--- src/rtl/hazard_scoreboard.sv ---
// -----------------------------------------------------------------------------
// hazard_scoreboard
//
// Per-register countdown scoreboard for the ID stage. It replaces fixed
// EXE/MEM destination comparators with one counter per architectural register.
// Each counter holds the number of cycles until that register's result can be
// read by ID. An instruction whose valid sources have a nonzero counter stalls.
//
// Parameters
//   ADDR_W   register address width (NUM_REGS = 2**ADDR_W)
//   MAX_LAT  largest countdown value (>= 1); lat_ID above it is clamped
//
// Ports
//   clk              rising-edge clock
//   rst_n            asynchronous active-low reset
//   id_valid         ID holds a real instruction
//   src1_ID/src2_ID  source registers
//   is_imm           src2 replaced by an immediate ...
//   ST_or_BNE        ... unless a store/branch still reads src2
//   dest_ID          destination register
//   WB_EN_ID         instruction writes dest_ID
//   lat_ID           cycles until the result is readable (0 = no hazard)
//   flush            squash every outstanding write
//   hazard_detected  stall ID (combinational)
//   pending          bit r set while counter r is nonzero
//   stall_count      stalled-cycle counter (only when built with
//                    HAZARD_STALL_COUNT_EN defined)
//
// Optional feature macro: HAZARD_STALL_COUNT_EN
// -----------------------------------------------------------------------------
module hazard_scoreboard #(
  parameter int ADDR_W  = 5,
  parameter int MAX_LAT = 2,
  localparam int NUM_REGS = 2 ** ADDR_W,
  localparam int CNT_W    = $clog2(MAX_LAT + 1)
) (
  input  logic                clk,
  input  logic                rst_n,
  input  logic                id_valid,
  input  logic [ADDR_W-1:0]   src1_ID,
  input  logic [ADDR_W-1:0]   src2_ID,
  input  logic                is_imm,
  input  logic                ST_or_BNE,
  input  logic [ADDR_W-1:0]   dest_ID,
  input  logic                WB_EN_ID,
  input  logic [CNT_W-1:0]    lat_ID,
  input  logic                flush,
  output logic                hazard_detected,
  output logic [NUM_REGS-1:0] pending
`ifdef HAZARD_STALL_COUNT_EN
  ,
  output logic [31:0]         stall_count
`endif
);

  localparam logic [CNT_W-1:0] MAX_LAT_C = CNT_W'(MAX_LAT);

  // Register 0 is never written, so it has no storage at all.
  logic [CNT_W-1:0] cnt [1:NUM_REGS-1];

  logic             src2_valid;
  logic             issue;
  logic [CNT_W-1:0] lat_clamped;

  // Saturating decrement: a counter at zero stays at zero.
  function automatic logic [CNT_W-1:0] dec_sat(input logic [CNT_W-1:0] c);
    return (c != '0) ? c - CNT_W'(1) : '0;
  endfunction

  // ---------------------------------------------------------------------------
  // Combinational decision (uses pre-issue state, so an instruction whose
  // source equals its own destination never stalls on itself).
  // ---------------------------------------------------------------------------
  always_comb begin
    // NOTE: every output of a combinational block gets a default first so no
    // path leaves it unassigned, which would infer a latch.
    pending = '0;
    for (int r = 1; r < NUM_REGS; r++) begin
      pending[r] = (cnt[r] != '0);
    end
  end

  assign src2_valid      = ~is_imm | ST_or_BNE;
  assign hazard_detected = id_valid &
                           (pending[src1_ID] | (src2_valid & pending[src2_ID]));
  // Flush does not mask the hazard output, but it does cancel the issue.
  assign issue           = id_valid & ~hazard_detected & ~flush;
  assign lat_clamped     = (lat_ID > MAX_LAT_C) ? MAX_LAT_C : lat_ID;

  // ---------------------------------------------------------------------------
  // Counter update
  // ---------------------------------------------------------------------------
  // NOTE: the counter array is reset (not left to power-up values) because an
  // asynchronous reset must drop every outstanding hazard immediately.
  always_ff @(posedge clk or negedge rst_n) begin
    if (!rst_n) begin
      for (int r = 1; r < NUM_REGS; r++) begin
        cnt[r] <= '0;
      end
    end else begin
      for (int r = 1; r < NUM_REGS; r++) begin
        // NOTE: sequential state uses non-blocking assignments so every
        // counter samples the same pre-edge values regardless of loop order.
        if (flush) begin
          cnt[r] <= '0;
        end else if (issue && WB_EN_ID && (dest_ID == ADDR_W'(r))) begin
          // WAW: a younger, shorter write never shortens an older one.
          cnt[r] <= (dec_sat(cnt[r]) > lat_clamped) ? dec_sat(cnt[r])
                                                    : lat_clamped;
        end else begin
          cnt[r] <= dec_sat(cnt[r]);
        end
      end
    end
  end

`ifdef HAZARD_STALL_COUNT_EN
  // Counts stalled ID cycles; wraps naturally, untouched by flush.
  always_ff @(posedge clk or negedge rst_n) begin
    if (!rst_n) begin
      stall_count <= '0;
    end else if (id_valid && hazard_detected) begin
      stall_count <= stall_count + 32'd1;
    end
  end
`endif

endmodule
--- config.mk ---
export PLATFORM = sky130hd
export DESIGN_NAME = hazard_scoreboard
export DESIGN_NICKNAME = d
export VERILOG_FILES = /design/src/rtl/hazard_scoreboard.sv
export SDC_FILE = /design/constraint.sdc
export NUM_CORES = 1
export LEC_CHECK = 0
export CAP_MARGIN = 20
export CORE_UTILIZATION = 55
export CTS_BUF_LIST = sky130_fd_sc_hd__clkbuf_4 sky130_fd_sc_hd__clkbuf_8 sky130_fd_sc_hd__clkbuf_16
export DETAILED_ROUTE_END_ITERATION = 10
export PLACE_DENSITY = 0.82
export SLEW_MARGIN = 20
export SYNTH_ARGS = -nofsm -noshare
export SYNTH_HDL_FRONTEND = slang
export SYNTH_SLANG_ARGS = --single-unit
export TNS_END_PERCENT = 100
--- constraint.sdc ---
create_clock -name clk -period 13.96 [get_ports clk]
set_input_delay 4.188 -clock clk [delete_from_list [all_inputs] [get_ports clk]]
set_output_delay 4.188 -clock clk [all_outputs]
set_load 0.02 [all_outputs]
# Yosys cells after proc, flatten, opt, wreduce, memory -nomap -nowiden
# Index checks and enable logic that the tools add are counted.
[classes] n_addsub=31 n_mul=0 div=0 n_lt_le_gt_ge=34 n_eq_ne=31 shifts=0 mux=129 bitwise_logic=9 reduce_logical=63
[ops] cell="$mux W2" count=125
[ops] cell="$eq A5 B5 Y1 const B" count=16
[ops] cell="$gt A2 B2 Y1" count=31
[ops] cell="$reduce_bool A2 Y1" count=31
[ops] cell="$sub A2 B1 Y2 const B" count=31
[ops] cell="$eq A5 B4 Y1 const B" count=8
[ops] cell="$logic_and A1 B1 Y1" count=32
[ops] cell="$eq A5 B3 Y1 const B" count=4
[ops] cell="$lt A5 B6 Y1 const B" count=2
[ops] cell="$bmux W1 S5" count=2
[ops] cell="$eq A5 B2 Y1 const B" count=2
[ops] cell="$eq A5 B1 Y1 const B" count=1
[ops] cell="$and A1 B1 Y1" count=4
[ops] cell="$not A1 Y1" count=3
[ops] cell="$gt A2 B2 Y1 const B" count=1
[ops] cell="$mux W1" count=2
[ops] cell="$or A1 B1 Y1" count=2
[totals] ff_bits=62 latchBits=0 mem_bits_rw=0 romBits=0 in_bits=24 mem_count=0

# Depth between registers and ports, before layout
[depth] ltp_word=13 depth_mapped=10 mapped_depth_nobuf=7

# Least setup slack after synthesis
# No wires, ideal clock.
[synth_timing] path_kind="in2out" from="in src1_ID[2]" to="out hazard_detected" arrival_ns=6.233 setup_slack_ns=3.539 cell_stages=8 cell_sequence="buf_2 > mux4_2 > o2111ai_1 > nand4_1 > nand4_2 > buf_2 > buf_1 > and2_1"
[synth_via] elab_chain_cells=4
[synth_lines] element="start: declaration" line_no="40" rtl="input logic [ADDR_W-1:0] src1_ID,"
[synth_lines] element="$bmux W1 S5" line_no="85" rtl="(pending[src1_ID] | (src2_valid & pending[src2_ID]));"
[synth_lines] element="$mux W1 (not written as such)" line_no="85"
[synth_lines] element="$or A1 B1 Y1" line_no="85"
[synth_lines] element="$and A1 B1 Y1" line_no="84" rtl="assign hazard_detected = id_valid &"
[synth_lines] element="end: declaration" line_no="48" rtl="output logic hazard_detected,"
# Every way passes these cells. The select of a mux whose other input is x is not followed.

# Worst setup path in the final report
[layout_timing] from="in src1_ID[0]" to="out hazard_detected"
# The elaborated chain is that of the path after synthesis.

==> flow_summary.yaml <==
pwr:
  p_leak_uw: 0.00348
  power_uw: 414
  max-vdd-ir-drop_v: 0.0000563
  power.density_nw_per_um2: 59.4
global_route:
  grt_max_degree: 86
  antenna_found_initial: 2
  grt_remaining_overflow: 0
  grt_pass1_vias: 5736
  grt_pass1_wl_um: 27800
  grt_usage_pct: 31.2
flow_run:
  drv_cap: 0
placement:
  io_buffers: 55
  finalWeightedCongestion: 0.894
  dp.cells: 911
  dp_hpwl_um: 12100
  placed_cell_area_um2: 6790
layout:
  final_cell_count_no_fill: 927
  multi_input_area_um2: 4130
  area_delta_synth_final_pct: 12.8
  layout_common_cells: "ha_1, inv_1, nor2_1"
  nNetsFinal: 899
  drive_gt1_share_pct: 11.2
  largest_reg_flops: 62
  final_common_cell: "ha_1"
  top_register: "cnt"
  num-fill-cells: 918
  final-seq-area_um2: 1550
  final_area_um2: 6970
  reg_top3: "cnt: 62 flops"
floorplan:
  die_y_um: 108
  io-pin-count: 57
  fp.dieW_um: 108
  die_area_um2: 11700
  rows: 38
  core_area_um2: 10900
  floorplan.initialDensity_pct: 56.7
logic_synthesis:
  ys_seq_elements: 62
  ys_async_sr_fraction_pct: 100
  synth_fp_nets: 863
  synth_edf_count: 0
  yosys_warnings: 0
  yosysSeqAreaShare_pct: 25.1
  syn_area_per_cell_um2: 8.28
  postSynthCellCount: 746
  syn_area_um2: 6180
  synthFlopType: "dfrtp_1"
  yosysUniqueCellTypes: 47
timing:
  finalCriticalPeriod_ns: 11.73
  setup_tns_ns: 0
  final-max-slew-violation-count: 0
  worst_pin_slew_ns: 0.877
  relSlewSlack_pct: 41.5
  rsz0062_at_grt: "no"
  finalHoldViolations: 0
  setup_viol: 0
  post-route-period-util_pct: 84.0
  max_freq_mhz: 85.3
  fin_skew_ns: 0.00671
  whs_ns: 0.684
drt:
  routed_wl_um: 17400
  first_pass_iters: 5
  first_iter_violations: 416
  wl_per_cell_um: 18.8
  ant_nets: 0
  drc: 0
  vias: 5761
  viasPerCell: 6.21
setup_path:
  path_class: "in -> out"
  cp_max_fo: 42
  cp.required_ns: 9.77
  crit_start: "src1_ID[0]"
  rr_startpoint: "cnt[45]$_DFF_PN0_"
  crit_arrival_ns: 7.54
  startpoint_type: "input pin"
  reg2reg_depth: 8
  r2r_end: "cnt[60]$_DFF_PN0_"
  r2r_setup_slack_ns: 11.15
  crit_path_end: "hazard_detected"
  cp-end-kind: "output port"
clocking:
  cts_buffers: 9
  cts-root-buf: "clkbuf_8"
  ctsHoldBuffers: 0
  numClockSinks: 62
  ctsHtreeMaxLevel: 3
  ctsResizeCount: 0
  cts_buffer_depth: 2
  cts_setup_buffers: 0
  tritoncts: "yes"
  clkLatencyLatePin_ns: 0.37
  cts.clk_slew.worst_paths_ns: 0.07
min_path:
  hp-class: "reg -> reg"
  hp-start: "cnt[10]$_DFF_PN0_"
outcome:
  outcome: "finished clean"
critical path, stage by stage:
cell,delay (ns)
clkdlybuf4s50_1,0.82
mux4_1,0.62
nand2_1,0.08
nand4_1,0.37
nand4_2,0.24
buf_4,0.39
and2_1,0.19
clkdlybuf4s50_1,0.60
report_power, final:
part / internal, uW / switching, uW
combinational: 25.3 / 52.3
sequential: 180 / 0.123
clock: 78.9 / 77.7
total: 284 / 130
cells in the mapped netlist (6+ instances only):
cell	number	share of area, %
mux2i_1	34	5.5
o31ai_1	13	1.6
ha_1	93	19
or2_2	35	3.5
mux4_2	11	4.0
or4_1	13	1.6
nor3_1	16	1.3
nand4b_1	14	2.0
nand2b_1	37	3.7
nor2_1	83	5.0
nand2_1	43	2.6
clkbuf_1	25	1.5
nor4_1	15	1.5
buf_2	7	0.57
a31o_2	10	1.4
nand3_1	14	1.1
a21oi_1	45	3.6
dfrtp_1	62	25
o22ai_1	18	1.8
inv_1	91	5.5
or3_1	6	0.61
nand4_1	19	1.9
per-layer routing:
| metal | global-route usage (%) | wire, um |
|---|---|---|
| met5 | 0 | 0 |
| met4 | 14.9 | 622 |
| met3 | 6.21 | 1230 |
| met2 | 52.2 | 8500 |
| met1 | 38.3 | 7090 |
cell type report:
class                      count  area share [%]
timing repair buffer          62            8.44
antenna                        2          0.0718
clock buffer                  13            2.48
multi-input combinational    556            59.3
clock inverter                 1          0.0718
tap                          140            2.51
sequential                    62            22.3
inverter                      91            4.90
how the worst min path moves through the flow:
stage / slack (ns) / cells past startpoint / end
floorplan: 0.63 / 4 / cnt[27]$_DFF_PN0_
global placement: 0.66 / 4 / cnt[27]$_DFF_PN0_
detailed placement: 0.67 / 3 / cnt[10]$_DFF_PN0_
CTS: 0.68 / 3 / cnt[10]$_DFF_PN0_
global route: 0.73 / 3 / cnt[0]$_DFF_PN0_
finish: 0.68 / 3 / cnt[10]$_DFF_PN0_
cell families after synthesis:
family	after synthesis	share of synthesized area [%]
buffers and inverters	128	8.12
multiplexers	48	10.3
other	1	0.0607
AO/OA/AOI/OAI	100	10.3
adder cells (fa/ha/maj)	93	18.8
AND/OR/NAND/NOR	314	27.3
flip-flops	62	25.1
through the flow:
| stage | utilization (%) | setup WS (ns) |
|---|---|---|
| global placement | 62.3 | 2.39 |
| floorplan | - | 3.54 |
| CTS | 64.0 | 2.28 |
| detailed placement | 62.3 | 2.26 |
| global route | 64.0 | 2.05 |
| finish | 64.0 | 2.23 |
(Power assumes the default switching activity.)
